--- src/rtl/serial_adder_pkg.sv ---
// Shared types and constants for the bit-serial adder.
// FSM encoding and default operand width.
package serial_adder_pkg;

   typedef enum logic [1:0] {
      IDLE = 2'd0,
      RUN  = 2'd1,
      DONE = 2'd2
   } state_t;

   localparam int DEF_WIDTH = 8;

endpackage

--- src/rtl/serial_adder_bitadder.sv ---
// One-bit full adder cell used by the serial adder datapath.
// Combinational; sum and carry of two bits plus carry-in.
module bitAdder (
   input  logic bit1,
   input  logic bit2,
   input  logic cin,
   output logic sum,
   output logic cout
);

   assign sum  = bit1 ^ bit2 ^ cin;
   assign cout = (bit1 & bit2) | (cin & (bit1 ^ bit2));

endmodule

--- src/rtl/serial_adder.sv ---
// Bit-serial adder, LSB first, one bit per clock through one bitAdder.
// Optional two's-complement overflow port under SERIAL_ADDER_OVF_EN.
module serial_adder
   import serial_adder_pkg::*;
#(
   parameter int WIDTH = DEF_WIDTH
) (
   input  logic             clk,
   input  logic             rst_n,
   input  logic             start,
   input  logic [WIDTH-1:0] a,
   input  logic [WIDTH-1:0] b,
   input  logic             cin,
   output logic             busy,
   output logic             done,
   output logic [WIDTH-1:0] sum,
   output logic             cout
`ifdef SERIAL_ADDER_OVF_EN
   ,
   output logic             overflow
`endif
);

   localparam int CW = $clog2(WIDTH + 1);
   localparam logic [CW-1:0] LAST = CW'(WIDTH - 1);

   state_t state_q, state_d;

   logic [WIDTH-1:0] sra, srb;
   logic [WIDTH-2:0] acc;
   logic [CW-1:0]    cnt;
   logic             cy;
   logic             accept;
   logic             last;
   logic             s_bit;
   logic             c_bit;
   logic [WIDTH-1:0] nxt;

   bitAdder u_bit (
      .bit1 (sra[0]),
      .bit2 (srb[0]),
      .cin  (cy),
      .sum  (s_bit),
      .cout (c_bit)
   );

   assign last = (cnt == LAST);
   assign nxt  = {s_bit, acc};

   always_comb begin
      state_d = state_q;
      busy    = 1'b0;
      done    = 1'b0;
      accept  = 1'b0;
      unique case (1'b1)
         (state_q == RUN): begin
            busy = 1'b1;
            if (last) state_d = DONE;
         end
         (state_q == DONE): begin
            done    = 1'b1;
            accept  = start;
            state_d = start ? RUN : IDLE;
         end
         default: begin
            accept = start;
            state_d = start ? RUN : IDLE;
         end
      endcase
   end

   always_ff @(posedge clk or negedge rst_n) begin
      if (!rst_n) begin
         state_q <= IDLE;
         sra     <= '0;
         srb     <= '0;
         acc     <= '0;
         cnt     <= '0;
         cy      <= 1'b0;
         sum     <= '0;
         cout    <= 1'b0;
      end else begin
         state_q <= state_d;
         if (accept) begin
            sra <= a;
            srb <= b;
            cy  <= cin;
            cnt <= '0;
         end else if (busy) begin
            sra <= sra >> 1;
            srb <= srb >> 1;
            acc <= nxt[WIDTH-1:1];
            cy  <= c_bit;
            cnt <= cnt + CW'(1);
            // Publish the result on the last bit so it lands with DONE
            if (last) begin
               sum  <= nxt;
               cout <= c_bit;
            end
         end
      end
   end

`ifdef SERIAL_ADDER_OVF_EN
   always_ff @(posedge clk or negedge rst_n) begin
      if (!rst_n) begin
         overflow <= 1'b0;
      end else if (busy && last && !accept) begin
         overflow <= cy ^ c_bit;
      end
   end
`endif

endmodule

--- config.mk ---
export PLATFORM = sky130hd
export DESIGN_NAME = serial_adder
export DESIGN_NICKNAME = d
export VERILOG_FILES = /design/src/rtl/serial_adder_pkg.sv /design/src/rtl/serial_adder_bitadder.sv /design/src/rtl/serial_adder.sv
export SDC_FILE = /design/constraint.sdc
export NUM_CORES = 1
export LEC_CHECK = 0
export ABC_AREA = 1
export ABC_CLOCK_PERIOD_IN_PS = 2000
export BUFFER_PORTS_ARGS = -buffer_cell sky130_fd_sc_hd__buf_2
export CAP_MARGIN = 30
export CORE_MARGIN = 3
export CORE_UTILIZATION = 57
export CTS_BUF_LIST = sky130_fd_sc_hd__clkbuf_8
export DETAILED_ROUTE_END_ITERATION = 8
export HOLD_SLACK_MARGIN = 0.03
export PLACE_DENSITY = 0.91
export SETUP_SLACK_MARGIN = 0.15
export SYNTH_ARGS = -nofsm -noshare
export SYNTH_HDL_FRONTEND = slang
export SYNTH_SLANG_ARGS = --single-unit
--- constraint.sdc ---
create_clock -name clk -period 2 [get_ports clk]
set_clock_uncertainty 0.2 [all_clocks]
set_input_delay 0.2 -clock clk [delete_from_list [all_inputs] [get_ports clk]]
set_output_delay 0.2 -clock clk [all_outputs]
set_load 0.02 [all_outputs]
# After elaboration in Yosys (flattened, before gate mapping)
# Index checks and enable logic that the tools add are counted.
# Widths: inputs -> output; s select.
op_classes:
  n_reduce_logical: 3
  eq_ne: 4
  n_bitwise: 6
  addsub: 1
  muxes: 14
ops:
  columns: ["operator", "n"]
  rows:
  - ["$mux 8", 4]
  - ["$mux 4", 2]
  - ["$mux 1", 6]
  - ["$add 4x1->4 const B", 1]
  - ["$eq 4x3->1 const B", 1]
  - ["$mux 2", 2]
  - ["$reduce_and 3->1", 1]
  - ["$and 1x1->1", 2]
  - ["$eq 2x1->1 const B", 1]
  - ["$eq 2x2->1 const B", 1]
  - ["$ne 2x2->1 const B", 1]
  - ["$reduce_and 2->1", 1]
  - ["$reduce_bool 2->1", 1]
  - ["$xor 1x1->1", 2]
  - ["$not 1->1", 1]
  - ["$or 1x1->1", 1]
totals:
  in_bits: 20
  elab_cells: 36
  out_inout_bits: 11
  register_bits: 39

# Logic depth before layout (Yosys ltp)
# Gate-level depths: netlist of the first run.
depth:
  depth_word: 5
  mapped_depth: 7
  depth_no_buf: 7

# Cells and area by module
# Synthesis of the first run repeated with hierarchy kept, for this count alone.
unflattened:
  cells_unflattened: 193
  hier_area_um2: 1681.6
by_module_without_submodules:
  columns: ["module", "n_inst", "seq_area_each_um2", "area_per_inst_um2", "cells_per_inst"]
  rows:
  - ["serial_adder", 1, 975.9, 1661.6, 192]
  - ["bitAdder", 1, 0.0, 20.0, 1]

# Least setup slack after synthesis of the first run
# Ideal clock, no wire load.
synth_timing:
  kind: "register to register"
  from: "register cnt[0]"
  to: "register sum[3]"
  stages_incl_launch_ff: 8
  path_buffers: 1
  t_required_ns: 1.683
  setup_slack_ns: 0.622
  setup_ns: 0.117
  arrival_ns: 1.061
  path_cell_list: "dfrtp_1 -> ha_1 -> nand2_1 -> nor2_2 -> nand2_2 -> buf_6 -> nand2_2 -> o21ai_2"
synth_between:
  elab_chain_cells: 2
synth_lines:
  columns: ["item", "line_no", "rtl"]
  rows:
  - ["start, declared", "serial_adder.sv:31", "logic [CW-1:0] cnt;"]
  - ["start signal, assigned", "serial_adder.sv:94", "cnt <= cnt + CW'(1);"]
  - ["$eq 4x3->1", "serial_adder.sv:47", "assign last = (cnt == LAST);"]
  - ["$reduce_and 3->1 (no line)", null, null]
  - ["end signal, assigned", "serial_adder.sv:97", "sum <= nxt;"]
  - ["end, declared", "serial_adder.sv:16", "output logic [WIDTH-1:0] sum,"]
# No other way between the ends.
# A chain may end at the register's enable or synchronous reset.

# Worst setup path after layout of the first run
layout_timing:
  from: "register state_q[1]"
  to: "output busy"
layout_between:
  elab_chain_cells: 2
layout_lines:
  columns: ["item", "line_no", "rtl"]
  rows:
  - ["start, declared", "serial_adder.sv:27", "state_t state_q, state_d;"]
  - ["start signal, assigned", "serial_adder.sv:83", "state_q <= state_d;"]
  - ["$eq 2x1->1", "serial_adder.sv:56", "(state_q == RUN): begin"]
  - ["$mux 1", "serial_adder.sv:55", "unique case (1'b1)"]
  - ["end, declared", "serial_adder.sv:14", "output logic busy,"]
# No other way between the ends.

==> results of run 1 <==
synth_stat cells:
cell      instances  area, um^2
a21oi_1           2        10.0
buf_2             5        25.0
buf_6             2        22.5
clkbuf_1          1        3.75
dfrtp_1          39         976
fa_1              1        20.0
ha_1              1        12.5
inv_1            11        41.3
inv_2             5        18.8
nand2_1          65         244
nand2_2           4        25.0
nand3_1          32         160
nand4_1           1        6.26
nor2_1            5        18.8
nor2_2            1        6.26
nor2_4            1        11.3
o21ai_0           7        35.0
o21ai_2           7        61.3
worst min-delay path by stage:
stage                                   to  slack [ns]
floorplan               acc[0]$_DFFE_PN0P_       -0.30
global placement        sra[1]$_DFFE_PN0P_        0.07
detailed placement  state_q[0]$_DFFE_PN0P_        0.08
CTS                     sra[2]$_DFFE_PN0P_        0.09
global route            sra[4]$_DFFE_PN0P_        0.12
finish                  srb[2]$_DFFE_PN0P_        0.10
report_power, final:
part           switching, mW  internal (mW)
registers              0.192           1.09
clock network          0.269          0.310
logic                  0.692          0.386
layer usage:
layer	up-vias	track usage, %
li1	701	-
met1	668	29.6
met2	36	40.3
met3	4	6.81
met4	0	8.67
met5	-	0
what timing repair did:
item / 4_1_cts / 5_1_grt
hold buffers: 18 / 0
resized for setup: 0 / 0
setup endpoints to repair: 0 / 0
hold endpoints to repair: 56 / 0
stage by stage:
step / worst slack (ns) / cell area, um^2 / hold slack, ns / util, %
global placement: 0.458 / 1860 / 0.0743 / 66.2
detailed placement: 0.381 / 1860 / 0.0774 / 66.2
floorplan: 0.622 / 1700 / -0.296 / -
finish: 0.364 / 2140 / 0.104 / 76.2
global route: 0.276 / 2140 / 0.121 / 76.2
CTS: 0.359 / 2140 / 0.0901 / 76.2
worst max-delay path, stage by stage, from the launching register on:
cell and delay [ns]:
dfrtp_1 0.42, nor2_4 0.30, buf_2 0.23
registers in the layout, summed over array words and instances, names as in the netlist:
name and flops:
cnt 4, acc 7, sra 8, cout 1, state_q 2, srb 8
cy 1, sum 8
area by class of cell:
cell class | instances | share of cell area, %
Inverter | 16 | 2.81
Multi-Input combinational cell | 127 | 28.6
Clock inverter | 1 | 0.176
Clock buffer | 7 | 4.51
Sequential cell | 39 | 45.6
Tap cell | 31 | 1.81
Timing Repair Buffer | 51 | 16.5
kinds of logic after synthesis:
| logic type | synth area share, % |
|---|---|
| and+or+nand+nor | 27.8 |
| AOI/OAI and AO/OA | 6.26 |
| buffers and inverters | 6.56 |
| adders and majority gates | 1.92 |
| DFF | 57.5 |
==> impl_metrics.tcl, run 1 <==
set metrics [dict create \
    place_congestion 0.745 \
    power.density_nw_per_um2 1380 \
    tightest_slew_ns 0.478 \
    reg2reg_from "cnt[0]$_DFFE_PN0P_" \
    clockBufferDepth 2 \
    slew-limit-headroom_pct 68.2 \
    die_h_um 60.6 \
    place_hpwl_um 2190 \
    critPathMaxFanout 12 \
    final_cell_mix "65 x nand2_1, 39 x dfrtp_1, 32 x nand3_1, 30 x buf_2, 18 x dlygate4sd3_1" \
    synthesis.nets 212 \
    period_share_pct 81.8 \
    hp-class "in -> reg" \
    vias 1409 \
    startpoint_type "flip-flop" \
    setup_viol 0 \
    tns_ns 0 \
    grt_use_total_pct 24.0 \
    grt_pass1_vias 1387 \
    numCtsBuffers 5 \
    start_util_pct 60.5 \
    nFillCells 184 \
    status "completed" \
    vias_per_cell 5.18 \
    yosysSeqAreaShare_pct 57.5 \
    final_max_slew_viol_count 0 \
    grt-ovfl-total 0 \
    grt_pass1_wl_um 6290 \
    yosys_warnings 0 \
    rsz0062_at_grt "no" \
    routed.top_layer "met4" \
    drt_first_pass_iters 4 \
    fin_nets 262 \
    power.leakage_nw 1.13 \
    max-vdd-ir-drop_mv 0.826 \
    reg2regPathDepth 7 \
    drtIter0Drc 82 \
    postRouteWirelength_um 3800 \
    syn_inst 190 \
    grt_max_degree 40 \
    cap_violations 0 \
    dp_cells 246 \
    ff_latch_area_um2 976 \
    final_common_cell "nand2_1" \
    met3_length_um 150 \
    end_kind "primary output" \
    syn_area_um2 1700 \
    fin_cells 272 \
    drc_errors 0 \
    crit_type "reg -> out" \
    cts_sinks 39 \
    r2r-end "cout$_DFFE_PN0P_" \
    rows 19 \
    power.total_mw 2.94 \
    antenna_left 0 \
    reg2reg_slack_ns 0.38 \
    htree_levels 2 \
    ios 31 \
    hold_viol_final 0 \
    fin_crit_ns 1.64 \
    drive_above_1_share_pct 24.1 \
    met2_length_um 2030 \
    endpoint "busy" \
    worstHoldStart "start" \
    routedWlPerCell_um 14.0 \
    area_growth_pct 25.9 \
    cts_tree "yes" \
    min_delay_path_depth 3 \
    path_clk_slew_ns 0.07 \
    die_w_um 60.6 \
    multi_input_area_um2 611 \
    cp.arrival_ns 1.24 \
    wl_met1_um 1580 \
    max_freq_mhz 611 \
    dieArea_um2 3670 \
    cts_root_buffer "clkbuf_8" \
    required_ns 1.60 \
    worstSetupStartpoint "state_q[1]$_DFFE_PN0P_" \
    ys_types 18 \
    clk_latency_ns 0.29 \
    synth_area_per_cell_um2 8.94 \
    portBuffers 30 \
    cts_setup_buffers 0 \
    diodes 0 \
    synth_seq_cells 39 \
    antenna_found_initial 0 \
    core-area_um2 2810 \
]
Note: power is estimated with default switching activity, not from simulation.
==> inputs of run 2 (changes only) <==
--- a/config.mk
+++ b/config.mk
@@ -6,7 +6,7 @@
 export NUM_CORES = 1
 export LEC_CHECK = 0
 export ABC_AREA = 1
-export ABC_CLOCK_PERIOD_IN_PS = 2000
+export ABC_CLOCK_PERIOD_IN_PS = 1600
 export BUFFER_PORTS_ARGS = -buffer_cell sky130_fd_sc_hd__buf_2
 export CAP_MARGIN = 30
 export CORE_MARGIN = 3
==> constraint.sdc (replaced) <==
create_clock -name clk -period 1.6 [get_ports clk]
set_clock_uncertainty 0.2 [all_clocks]
set_input_delay 0.16 -clock clk [delete_from_list [all_inputs] [get_ports clk]]
set_output_delay 0.16 -clock clk [all_outputs]
set_load 0.02 [all_outputs]
==> impl_metrics.tcl, run 2 (same netlist as run 1, synthesis figures left out) <==
set metrics [dict create \
    cts_root_buffer "clkbuf_8" \
    ios 31 \
    antenna_left 0 \
    critPathMaxFanout 2 \
    vias_per_cell 5.75 \
    cp.arrival_ns 1.46 \
    slew-limit-headroom_pct 67.8 \
    final_common_cell "nand2_1" \
    power.density_nw_per_um2 1790 \
    path_clk_slew_ns 0.07 \
    tightest_slew_ns 0.482 \
    period_share_pct 90.6 \
    crit_type "reg -> reg" \
    cts_sinks 39 \
    crit_family "adder cells" \
    crit_buf_inv 1 \
    setup_viol 0 \
    die_h_um 60.6 \
    required_ns 1.61 \
    grt_max_degree 40 \
    numCtsBuffers 5 \
    reg_top3 "sra: 8 flops, srb: 8 flops, sum: 8 flops" \
    final.setup.worst_slack_ns 0.150 \
    clockBufferDepth 2 \
    fin_crit_ns 1.45 \
    end_kind "flip-flop" \
    vias 1627 \
    drtIter0Drc 133 \
    drive_above_1_share_pct 28.2 \
    hp-class "in -> reg" \
    final_max_slew_viol_count 0 \
    grt_pass1_vias 1618 \
    rows 19 \
    final_cell_mix "64 x nand2_1, 39 x dfrtp_1, 32 x nand3_1, 30 x buf_2, 18 x dlygate4sd3_1" \
    grt_pass1_wl_um 6950 \
    cap_violations 0 \
    grt_use_total_pct 26.2 \
    status "completed" \
    drt_first_pass_iters 5 \
    fin_nets 273 \
    hold_viol_final 0 \
    tns_ns 0 \
    place_congestion 0.750 \
    core-area_um2 2810 \
    htree_levels 2 \
    routedWlPerCell_um 16.6 \
    place_hpwl_um 2280 \
    dpl_worst_slack_ns 0.126 \
    start_util_pct 60.5 \
    power.leakage_nw 1.19 \
    startpoint_type "flip-flop" \
    rsz0062_at_grt "yes" \
    cpPeakStageDelay_ns 0.55 \
    dieArea_um2 3670 \
    grt-ovfl-total 0 \
    max-vdd-ir-drop_mv 1.08 \
    postRouteWirelength_um 4710 \
    cts_tree "yes" \
    max_freq_mhz 690 \
    diodes 0 \
    die_w_um 60.6 \
    area_growth_pct 32.1 \
    antenna_found_initial 0 \
    final_util_pct 80.0 \
    cp_cell_sequence "fa_1, inv_1, o21ai_1" \
    clk_latency_ns 0.29 \
    crit_path_top_delay_cell "fa_1" \
    portBuffers 30 \
    drc_errors 0 \
]
run 2: timing repair:
item	4_1_cts	5_1_grt
pin swaps	1	3
endpoints found under the setup margin	8	26
cloned	0	1
setup buffers	3	3
hold buffers	18	0
hold endpoints to repair	56	0
gates resized for setup	2	7
run 2: layout make-up:
| class | instances | area (um^2) |
|---|---|---|
| fillers | 162 | 562 |
| flip-flops and latches | 39 | 976 |
| clock buffers | 7 | 96.3 |
| inverters | 16 | 62.6 |
| clock inverters | 1 | 3.75 |
| repair buffers | 62 | 450 |
| well taps | 31 | 38.8 |
| multi-input cells | 127 | 616 |
run 2: final timing paths:
path,endpoint,slack (ns),cells past startpoint,startpoint
worst max register to register,acc[6]$_DFFE_PN0P_,0.15,3,cy$_DFFE_PN0P_
worst min register to register,srb[7]$_DFFE_PN0P_,0.28,2,srb[7]$_DFFE_PN0P_
worst min-delay path,srb[5]$_DFFE_PN0P_,0.12,4,start
min in group asynchronous,sra[1]$_DFFE_PN0P_,0.25,3,rst_n
max in group asynchronous,sum[5]$_DFFE_PN0P_,0.62,3,rst_n
worst max-delay path,acc[6]$_DFFE_PN0P_,0.15,3,cy$_DFFE_PN0P_
run 2: worst register-to-register path: cells and delay by family (launching register included):
family | cells | cell delay, ns
buffers and inverters | 1 | 0.07
AO/OA/AOI/OAI | 1 | 0.15
adder cells (fa/ha/maj) | 1 | 0.55
flip-flops | 1 | 0.41
run 2: routing by layer:
metal | up-vias | global-route usage, % | part of all wire (%)
met2 | 116 | 43.4 | 51
li1 | 724 | - | -
met4 | 0 | 17.6 | 6.2
met5 | - | 0 | 0
met3 | 36 | 6.81 | 8.2
met1 | 751 | 29.8 | 35
run 2: where the power goes:
group          leakage, nW  switching (mW)  internal, mW
clock               0.0557           0.340         0.387
sequential           0.502           0.251          1.37
combinational        0.629            1.02         0.644
run 2: through the flow:
stage          hold slack, ns  power [mW]  cell area (um^2)  cells
2_1_floorplan          -0.336        2.57              1700    190
4_1_cts                0.0930        3.82              2190    279
3_3_place_gp           0.0351        2.91              1890    250
5_1_grt                 0.158        4.26              2240    283
6_report                0.120        4.01              2240    283
3_5_place_dp           0.0350        2.97              1890    250
